<file path="src/rtl/sd_framer_pkg.sv">
// Shared definitions for the sd_framer block.
//
// Contents:
//   state_e      - framer state encoding (s_idle = 1'b0, s_xfer = 1'b1)
//   s_idle_enc   - raw encoding of s_idle
//   s_xfer_enc   - raw encoding of s_xfer
//   len_is_last  - helper: true when a remaining-word count marks the final word
package sd_framer_pkg;

  localparam logic s_idle_enc = 1'b0;
  localparam logic s_xfer_enc = 1'b1;

  typedef enum logic {
    s_idle = s_idle_enc,
    s_xfer = s_xfer_enc
  } state_e;

  // The remaining count holds "words left minus one", so zero marks the final word.
  function automatic logic len_is_last(input logic [31:0] remaining);
    return (remaining == 32'd0);
  endfunction

endpackage

</file>
<file path="src/rtl/sd_framer.sv">
// Frame sequencer: accepts a frame-length command, then marks the first and last words of
// the frame as they pass from an external upstream data path to the downstream consumer.
// Back-to-back commands are loaded on the last beat, so consecutive frames have no bubble.
//
// Ports:
//   clk          - clock, all state updates on the rising edge
//   reset        - asynchronous active-low reset
//   ic_srdy      - frame command valid
//   ic_len       - frame length in words minus one
//   nic_drdy     - command accepted (combinational)
//   c_srdy       - upstream word valid
//   nc_drdy      - upstream word accepted (combinational)
//   np_srdy      - downstream word valid (combinational)
//   p_drdy       - downstream ready
//   np_fr_start  - current downstream word is the first of its frame
//   np_fr_end    - current downstream word is the last of its frame
//   frame_cnt    - count of completed frames, wraps silently
//   active       - high while a frame is in progress
module sd_framer
  import sd_framer_pkg::*;
#(
  parameter int unsigned len_sz = 8,
  parameter int unsigned cnt_sz = 16
) (
  input  logic              clk,
  input  logic              reset,
  input  logic              ic_srdy,
  input  logic [len_sz-1:0] ic_len,
  output logic              nic_drdy,
  input  logic              c_srdy,
  output logic              nc_drdy,
  output logic              np_srdy,
  input  logic              p_drdy,
  output logic              np_fr_start,
  output logic              np_fr_end,
  output logic [cnt_sz-1:0] frame_cnt,
  output logic              active
);

  state_e              state_q;
  logic [len_sz-1:0]   remaining_q;
  logic                first_q;
  logic [cnt_sz-1:0]   frame_cnt_q;

  logic                in_xfer;
  logic                on_last;
  logic                beat;
  logic                last_beat;

  assign in_xfer   = (state_q == s_xfer);
  assign on_last   = len_is_last(32'(remaining_q));
  assign beat      = in_xfer & c_srdy & p_drdy;
  assign last_beat = beat & on_last;

  // Handshake outputs are combinational so a new command can be taken on the last beat.
  always_comb begin
    nic_drdy = 1'b0;
    nc_drdy  = 1'b0;
    np_srdy  = 1'b0;
    case (state_q)
      s_idle: begin
        nic_drdy = 1'b1;
      end
      s_xfer: begin
        np_srdy  = c_srdy;
        nc_drdy  = p_drdy;
        nic_drdy = last_beat;
      end
      default: begin
        nic_drdy = 1'b0;
      end
    endcase
  end

  assign np_fr_start = np_srdy & first_q;
  assign np_fr_end   = np_srdy & on_last;
  assign frame_cnt   = frame_cnt_q;
  assign active      = in_xfer;

  always_ff @(posedge clk or negedge reset) begin
    if (!reset) begin
      state_q     <= s_idle;
      remaining_q <= '0;
      first_q     <= 1'b0;
      frame_cnt_q <= '0;
    end else begin
      case (state_q)
        s_idle: begin
          if (ic_srdy) begin
            remaining_q <= ic_len;
            first_q     <= 1'b1;
            state_q     <= s_xfer;
          end
        end
        s_xfer: begin
          if (beat) begin
            if (on_last) begin
              frame_cnt_q <= frame_cnt_q + cnt_sz'(1);
              if (ic_srdy) begin
                // Zero-bubble chaining: next frame starts on the following cycle.
                remaining_q <= ic_len;
                first_q     <= 1'b1;
              end else begin
                first_q <= 1'b0;
                state_q <= s_idle;
              end
            end else begin
              remaining_q <= remaining_q - len_sz'(1);
              first_q     <= 1'b0;
            end
          end
        end
        default: begin
          state_q <= s_idle;
        end
      endcase
    end
  end

endmodule

</file>
<file path="config.mk">
export PLATFORM = sky130hd
export DESIGN_NAME = sd_framer
export DESIGN_NICKNAME = d
export VERILOG_FILES = /design/src/rtl/sd_framer_pkg.sv /design/src/rtl/sd_framer.sv
export SDC_FILE = /design/constraint.sdc
export NUM_CORES = 1
export LEC_CHECK = 0
export CAP_MARGIN = 40
export CELL_PAD_IN_SITES_DETAIL_PLACEMENT = 1
export CELL_PAD_IN_SITES_GLOBAL_PLACEMENT = 1
export CORE_UTILIZATION = 37
export CTS_BUF_LIST = sky130_fd_sc_hd__clkbuf_16
export DETAILED_ROUTE_END_ITERATION = 8
export GPL_TIMING_DRIVEN = 0
export HOLD_SLACK_MARGIN = 0.02
export PLACE_DENSITY_LB_ADDON = 0.1
export SLEW_MARGIN = 20
export SYNTH_ARGS = -nofsm -noshare
export SYNTH_HDL_FRONTEND = slang
export SYNTH_SLANG_ARGS = --single-unit
</file>
<file path="constraint.sdc">
create_clock -name clk -period 2.45 [get_ports clk]
set_input_delay 0.735 -clock clk [delete_from_list [all_inputs] [get_ports clk]]
set_output_delay 0.735 -clock clk [all_outputs]
set_load 0.02 [all_outputs]
</file>
### Word-level counts from Yosys, hierarchy flattened

Cells that the tools add are included.

* register bits after elaboration: 26
* input port bits: 13
* output and inout bits: 22
* word-level logic and storage cells: 32

* add/subtract/negate cells: 2
* equality and inequality tests: 2
* mux-type cells: 15
* bitwise logic cells: 6
* reduce and logical (&&, ||, !) cells: 3

Operators by type and width (number)
* $mux W8: 3
* $add A16 B1 Y16 const B: 1
* $pmux W8 S2: 1
* $logic_not A8 Y1: 1
* $mux W1: 8
* $sub A8 B1 Y8 const B: 1
* $pmux W1 S2: 3
* $and A1 B1 Y1: 5
* $reduce_and A3 Y1: 1
* $ne A2 B1 Y1 const B: 1
* $ne A2 B2 Y1 const B: 1
* $reduce_and A2 Y1: 1
* $not A1 Y1: 1

### Depth between registers and ports, before layout

* word-level depth: 4
* mapped depth: 8
* gate-level depth less buffers: 6

### Worst setup path before layout

No wires, ideal clock.

* path type: input-to-output
* start: in c_srdy
* end: out np_fr_end
* arrival: 1.557 ns
* required time: 1.715 ns
* path slack: 0.158 ns
* cell stages on the path: 3
* buffers on the path: 1
* path through: clkbuf_1 -> and2_1 -> and3_1

* longest elaborated chain between the ends: 2

RTL lines
* start: declaration: RTL line sd_framer.sv:30 `input logic c_srdy,`
* $mux W1: RTL line sd_framer.sv:60 `case (state_q)`
* net np_srdy: RTL line sd_framer.sv:32 `output logic np_srdy,`
* $and A1 B1 Y1: RTL line sd_framer.sv:76 `assign np_fr_end = np_srdy & on_last;`
* end: declaration: RTL line sd_framer.sv:35 `output logic np_fr_end,`

The timed path passes the listed nets, and every way through them passes these cells.

### Worst setup path after layout

* start: reg remaining_q[2]
* end: reg frame_cnt_q[11], in the netlist frame_cnt[11]

* longest elaborated chain between the ends: 2

RTL lines
* start: declaration: RTL line sd_framer.sv:41 `logic [len_sz-1:0] remaining_q;`
* start signal: assignment: RTL line sd_framer.sv:90 `remaining_q <= ic_len;`
* start signal: assignment: RTL line sd_framer.sv:101 `remaining_q <= ic_len;`
* start signal: assignment: RTL line sd_framer.sv:108 `remaining_q <= remaining_q - len_sz'(1);`
* $logic_not A8 Y1: RTL line sd_framer_pkg.sv:20 `return (remaining == 32'd0);`
* $reduce_and A3 Y1 (no source line)
* end signal: assignment: RTL line sd_framer.sv:98 `frame_cnt_q <= frame_cnt_q + cnt_sz'(1);`
* end: declaration: RTL line sd_framer.sv:43 `logic [cnt_sz-1:0] frame_cnt_q;`

Every way passes these cells.
A chain may end at the register's enable or synchronous reset.

==> results.txt <==
The path type of the worst setup path is reg -> reg. The number of antenna violations at the first check in global routing came out at 0. The portion of total power attributed to the clock network came out at 28.8%. The clock transition time at the flip-flop clock pins of the worst setup and hold paths came out at 0.07 ns. The per-instance average area after synthesis is 10.1 um^2.

Counting instances, the worst hold path has a depth of 1. The number of port buffers came out at 32. In the final design database the tool counted 201 nets.

The clock buffer count from CTS is 3. The run finished with clean final reports. Sorting the synthesized cells by area gives the leading types as sky130_fd_sc_hd__dfrtp_1, sky130_fd_sc_hd__xor2_1, sky130_fd_sc_hd__nor4_1.

The floorplan die area came out at 0.00426 mm^2. The clock root buffer is sky130_fd_sc_hd__clkbuf_16. The wire length per cell is 18.2 um.

The number of rows created at floorplan came out at 22. The H-tree depth is 1. The most frequent standard cell in the layout excluding fill and tap cells is sky130_fd_sc_hd__clkdlybuf4s50_1. The number of ports placed on the die boundary is 35. Detailed routing inserted a total of 1,298 vias. The slowest stage of the critical path is the sky130_fd_sc_hd__or4_4 cell. The starting utilization of the core area came out at 39.5%. TritonCTS built the clock tree. The maximum frequency from static timing analysis came out at 415 MHz. The yosys synthesis warning count came out at 0.

The via count of the first global-routing pass came out at 1,371. Entering global routing, the biggest net connects 27 pins. The number of buffer and inverter stages on the critical path is 1. The total half-perimeter wirelength after legalization and detailed placement came out at 2890 um.

The critical path's most frequent cell is sky130_fd_sc_hd__or4_4. The global-route wire length before repair came out at 7060 um. STA puts the critical path data arrival time at 2.54 ns. The sequential cell area came out at 652 um^2. The endpoint kind of the worst setup timing path is a flip-flop. The startpoint identified for the worst hold timing path is frame_cnt[15]$_DFFE_PN0P_.

From synthesis to final layout, the design area changed by 36.9%. The global placer's final weighted congestion came out at 0.828. The maximum vdd ir drop came out at 0.480 mV. The utilization after layout came out at 54.1%. The classification of the worst-slack hold path is reg -> reg. The capture endpoint of the worst hold path is frame_cnt[15]$_DFFE_PN0P_. The width of the chip came out at 65.3 um. Traced cell by cell, the critical path runs through or4_4 > or4_4 > buf_6 > nor4_1 > xor2_1. Global routing used 21.9% of the available tracks across all layers.

Using the TritonRoute via totals, the vias-per-cell ratio works out to 5.59. The time the final worst path needs with I/O delays and setup is 2.41 ns. The sequential share of power came out at 38.5%. The final total power is 0.00168 W.

The final wirelength came out at 4210 um. 0 antenna diodes ended up in the layout. Power spread over the standard cell area amounts to 827 mW/mm^2.

The area share of the largest cell type after synthesis is 44.0%. The analysis attributes to cell leakage a power of 0.921 nW. The first-pass iteration count of the detailed router came out at 4. The transition time of the tightest slew-check pin is 0.611 ns. The number of library cell types mapped by synthesis came out at 46.

In this run, the number of DRC markers left after iteration 0 of detailed routing was 36. The cell area that synthesis handed to floorplanning was 0.00148 mm^2. The startpoint identified for the worst register-to-register timing path is remaining_q[2]$_DFFE_PN0P_. In this run the critical register-to-register path is captured at frame_cnt[11]$_DFFE_PN0P_. The largest area contributor in the netlist is sky130_fd_sc_hd__dfrtp_1.

The synthesized net count came out at 162. For flop-to-flop paths, the worst setup slack is 0.04 ns. The worst register-to-register path has a depth of 5. Headroom to the max-slew limit came out at 59.3%. The combinational share of power came out at 32.7%. For this run, the slowest stage of the critical path takes 0.59 ns. The longest clock path from root to sink contains 2 buffers. The final antenna-violating net count is 0. The number of endpoints with negative hold slack in the final report came out at 0.

The internal power component came out at 0.00111 W. Sequential elements use 44.0% of the synthesized area. The final worst clock skew is 0.00371 ns. The critical path required time is 2.58 ns.

STA classifies the critical path startpoint as a flip-flop. The floorplan step set the die height to 65.3 um. The DRC violation count after routing is 0. In the layout the commonest cells are sky130_fd_sc_hd__clkdlybuf4s50_1, sky130_fd_sc_hd__dfrtp_1, sky130_fd_sc_hd__xor2_1. The area inside the core boundary came out at 0.00374 mm^2.

Summed over all nets, the switching power comes to 0.000567 W. Setup repair after global routing left no endpoint under its margin. The post-route clock period utilization is 98.4%. The clock insertion delay at the later pin of the skew report is 0.26 ns. The tree built by TritonCTS fans out to 26 sinks. Broken down by cell family, the worst path's largest delay share belongs to simple AND/OR/NAND/NOR gates.

Counting buffers and inverters, the worst setup path is 5 cells deep. The switching power as a share of total power came out at 33.8%. The peak fanout along the critical path is 7.

The residual overflow from global routing is 0. The max-cap violation count came out at 0. Summing all multi-input logic gate instances after layout gives 818 um^2. The instance count of the mapped netlist came out at 146.

The number of pins exceeding their max-slew limit in the final report is 0. The fraction of layout instances using a drive strength above 1 is 17.4%. The synthesized flop and latch total is 26. After filler insertion, the fill cell instance count of the layout stands at 419. Setup violations remaining at the end of the flow were counted as 0.
==> final cells by class <==
class	instances	area share, %
buffer	6	2.16
clock buffer	3	3.71
timing repair buffer	34	15.8
multi-input combinational	107	40.4
inverter	7	1.30
sequential	26	32.2
clock inverter	1	1.48
tap	48	2.96
==> logic make-up (layout without fill, tap and decap cells) <==
family          after synthesis  in the layout  share of synthesized area (%)
xor+xnor                     15             15                           8.88
fa+ha+maj                     3              3                           2.54
mux                           3              3                           2.11
buf+inv                      13             51                           4.31
simple gates                 62             62                           26.0
flops                        26             26                           44.0
compound gates               24             24                           12.2
==> routing by layer <==
layer | vias up | global-route usage (%) | share of wire [%]
met4 | 0 | 5.43 | 1.1
met5 | - | 0 | 0
met2 | 34 | 37.0 | 49
li1 | 622 | - | -
met3 | 4 | 4.17 | 3.6
met1 | 638 | 28.7 | 46
==> through the flow <==
step                TNS [ns]  cell area, um^2  hold slack [ns]  instances  setup slack (ns)
global placement       -1.62             1860            0.456        226            -0.445
global route               0             2030            0.505        232           0.00147
CTS                        0             2010            0.480        232            0.0495
detailed placement     -2.40             1860            0.461        226            -0.570
finish                     0             2030            0.472        232            0.0391
floorplan                  0             1480            0.439        146             0.158
==> power by group through the flow <==
stage / combinational (W) / clock, W / sequential, W
finish: 0.000548 / 0.000482 / 0.000645
global route: 0.000593 / 0.000511 / 0.000659
global placement: 0.000443 / 0 / 0.000610
CTS: 0.000537 / 0.000495 / 0.000641
detailed placement: 0.000461 / 0 / 0.000615
floorplan: 0.000301 / 0 / 0.000605
==> flip-flops by register name, summed over array words and instances (netlist names) <==
signal and count:
first_q 1, remaining_q 8, frame_cnt 16, active 1
==> synth_stat cells (all sizes together) <==
cell	instances
a2111oi	1
a211o	1
a21bo	1
a21o	3
a21oi	5
a221o	2
a311oi	1
a41oi	1
and2	4
and3	2
and4	1
buf	2
clkbuf	4
dfrtp	26
ha	3
inv	7
mux2	1
mux2i	2
nand2	8
nand2b	2
nand3	8
nand4	6
nand4b	1
nand4bb	1
nor2	5
nor3	7
nor3b	1
nor4	8
nor4b	1
o211ai	2
o21ai	1
o22ai	1
o311ai	2
o31ai	2
o41ai	1
or2	1
or3	2
or3b	1
or4	3
xnor2	2
xor2	13
==> worst max path at each step <==
stage / endpoint / from / slack, ns
after floorplan: np_fr_end / c_srdy / 0.16
after global placement: nic_drdy / remaining_q[0]$_DFFE_PN0P_ / -0.45
after detailed placement: nic_drdy / remaining_q[0]$_DFFE_PN0P_ / -0.57
after CTS: nc_drdy / p_drdy / 0.05
after global routing: frame_cnt[12]$_DFFE_PN0P_ / remaining_q[2]$_DFFE_PN0P_ / 0.001
final: frame_cnt[11]$_DFFE_PN0P_ / remaining_q[2]$_DFFE_PN0P_ / 0.04
==> what timing repair did <==
action,in CTS,in global routing
setup buffers,2,0
hold buffers,0,0
endpoints found under the setup margin,11,4
pin swaps,2,0
resized for setup,24,5
Note: power is estimated with default switching activity, not from simulation.
==> patch, RTL diff (same settings) <==
Put one more register stage on the output `frame_cnt`. The value now appears one clock later. The other outputs are not delayed to match.
--- a/src/rtl/sd_framer.sv
+++ b/src/rtl/sd_framer.sv
@@ -74,7 +74,9 @@
 
   assign np_fr_start = np_srdy & first_q;
   assign np_fr_end   = np_srdy & on_last;
-  assign frame_cnt   = frame_cnt_q;
+  always_ff @(posedge clk) begin
+    frame_cnt <= frame_cnt_q;
+  end
   assign active      = in_xfer;
 
   always_ff @(posedge clk or negedge reset) begin
Function: changed (Yosys sat finds a counterexample within 4 cycles, from zero or initial values and one cycle with reset low).
==> patch against the original RTL <==
The flow now finishes with violations (DRC); total power rose by 19%; maximum frequency rose by 0.28%; area after synthesis rose by 20%; wire length fell by 1.8%; cell area rose by 18%; worst setup slack improved by 6.8 ps; sequential cell count rose by 16; non-clock buffer count did not move; first-iteration DRC count rose by 53%; count of clock-buffer cells in the layout rose by 2; critical path type is now in2out; largest cell class is now sequential cells.
==> patch: results (changes against the original RTL) <==
[outcome]
status=finished, violations left  ; was complete, no violations
violations=DRC

[power]
leakage_nw=1.025  ; was 0.9209 nW
vdd_ir_drop_max_mv=0.3133  ; was 0.4795 mV

[drt]
wl_met3_microns=146  ; was 150 microns
viasPerCell=5.412  ; was 5.595
routed.top_layer=met4  ; unchanged
wl_per_cell_microns=15.79  ; was 18.16 microns
route.met2.wl_mm=2.143  ; was 2.077 mm
dr.pass1.iters=6  ; was 4
drc_errors=4  ; was 0
drt-initial-drc-count=55  ; was 36
wl_met1_mm=1.824  ; was 1.938 mm

[clock_tree]
insertion_delay_ps=280  ; was 260 ps
cts_buffers=5  ; was 3
cts_max_level=2  ; was 1

[setup_path]
reg2reg_to=remaining_q[3]  ; was frame_cnt[11]
critPathTopFamily=buffers and inverters  ; was simple AND/OR/NAND/NOR gates
crit_slowest_cell=clkdlybuf4s50_1  ; was or4_4
worstSetupStartpoint=p_drdy  ; was remaining_q[2]
cp.arrival_ps=1670  ; was 2540 ps
reg2reg_depth=7  ; was 5
cp_max_fo=9  ; was 7
crit_end=nc_drdy  ; was frame_cnt[11]
r2r-start=remaining_q[1]  ; was remaining_q[2]
ff2ff_setup_slack_ps=160  ; was 40 ps

[grt]
grt_pass1_vias=1467  ; was 1371
grt_pass1_wl_mm=7.100  ; was 7.058 mm
use_met2_pct=31.85  ; was 36.98%
grt_use_met3_pct=2.954  ; was 4.167%
use_met1_pct=22.18  ; was 28.70%
grtUsageTotal_pct=17.69  ; was 21.94%
antenna_found_initial=0  ; unchanged

[logic_synthesis]
synth_cells=167  ; was 146
async_flop_share_pct=61.90  ; was 100.0%
synth_commonest_cells=dfrtp_1, dfxtp_1, nand2_1  ; was dfrtp_1, xor2_1, nand2_1, nand3_1
synth_nets=183  ; was 162
seq_area_frac_synth_pct=54.65  ; was 43.96%
synth_cell_types=41  ; was 46
synth_area_leaders=dfrtp_1, dfxtp_1, xnor2_1  ; was dfrtp_1, xor2_1, nor4_1

[cells_and_area]
drive_above_1_share_pct=16.19  ; was 17.39%
nNetsFinal=225  ; was 201

[placement]
numPortBuffers=32  ; unchanged
hpwlAfterDp_mm=2.858  ; was 2.895 mm
dpl.cell_count=251  ; was 226
gp_congestion=0.7721  ; was 0.8279

[timing]
hold-worst-slack_ps=396.9  ; was 471.9 ps

[hold_path]
hp-start=frame_cnt_q[15]  ; was frame_cnt[15]

## patch: cell count changes in the layout (fill, tap and decap cells not counted), sizes merged, moves of 6 or more
cell	change
dfxtp	+16
nand2	+6
nor2	+7
nor4	-6
xnor2	+9
xor2	-9
## patch: cell families after synthesis
| family | count (synthesis) | synth area share, % |
|---|---|---|
| and+or+nand+nor | 66 | 21.06 |
| DFF | 42 | 54.65 |
| AOI/OAI and AO/OA | 24 | 9.226 |
| xor gates and xnor gates | 15 | 7.394 |
| buffers and inverters | 12 | 2.605 |
| muxes | 5 | 2.958 |
| adders and majority gates | 3 | 2.113 |
## patch: power by group
part	internal, mW	switching (mW)	leakage, nW
sequential	0.765	0.103	0.473
combinational	0.214	0.274	0.478
clock	0.377	0.263	0.0740
total	1.36	0.640	1.02
## patch: final cells by class
| class | instances | area [sq um] |
|---|---|---|
| fill | 488 | 2091 |
| sequential | 42 | 970.9 |
| clock buffer | 5 | 125.1 |
| timing repair buffer | 35 | 337.8 |
| buffer | 5 | 26.28 |
| inverter | 7 | 26.28 |
| clock inverter | 3 | 18.77 |
| tap | 52 | 65.06 |
| multi-input combinational | 113 | 813.3 |
## patch: per-stage QoR
step,cell area (sq um),setup slack (ps)
2_1_floorplan,1777,79.06
3_3_place_gp,2162,-710.4
3_5_place_dp,2157,-746.3
4_1_cts,2349,5.093
5_1_grt,2384,-18.43
6_report,2384,45.96
## patch: worst reg2reg max path: stages, from the launching register on
cell and delay (ps):
dfrtp_1 410, inv_2 100, ha_4 150, or4b_1 450
buf_2 210, o21ai_2 240, mux2_2 370, o221a_2 240
## patch: timing repair
| action | 4_1_cts | 5_1_grt |
|---|---|---|
| endpoints found under the setup margin | 9 | 12 |
| buffers inserted | 2 | 1 |
| gates resized for setup | 21 | 9 |
| hold endpoints to repair | 0 | 0 |
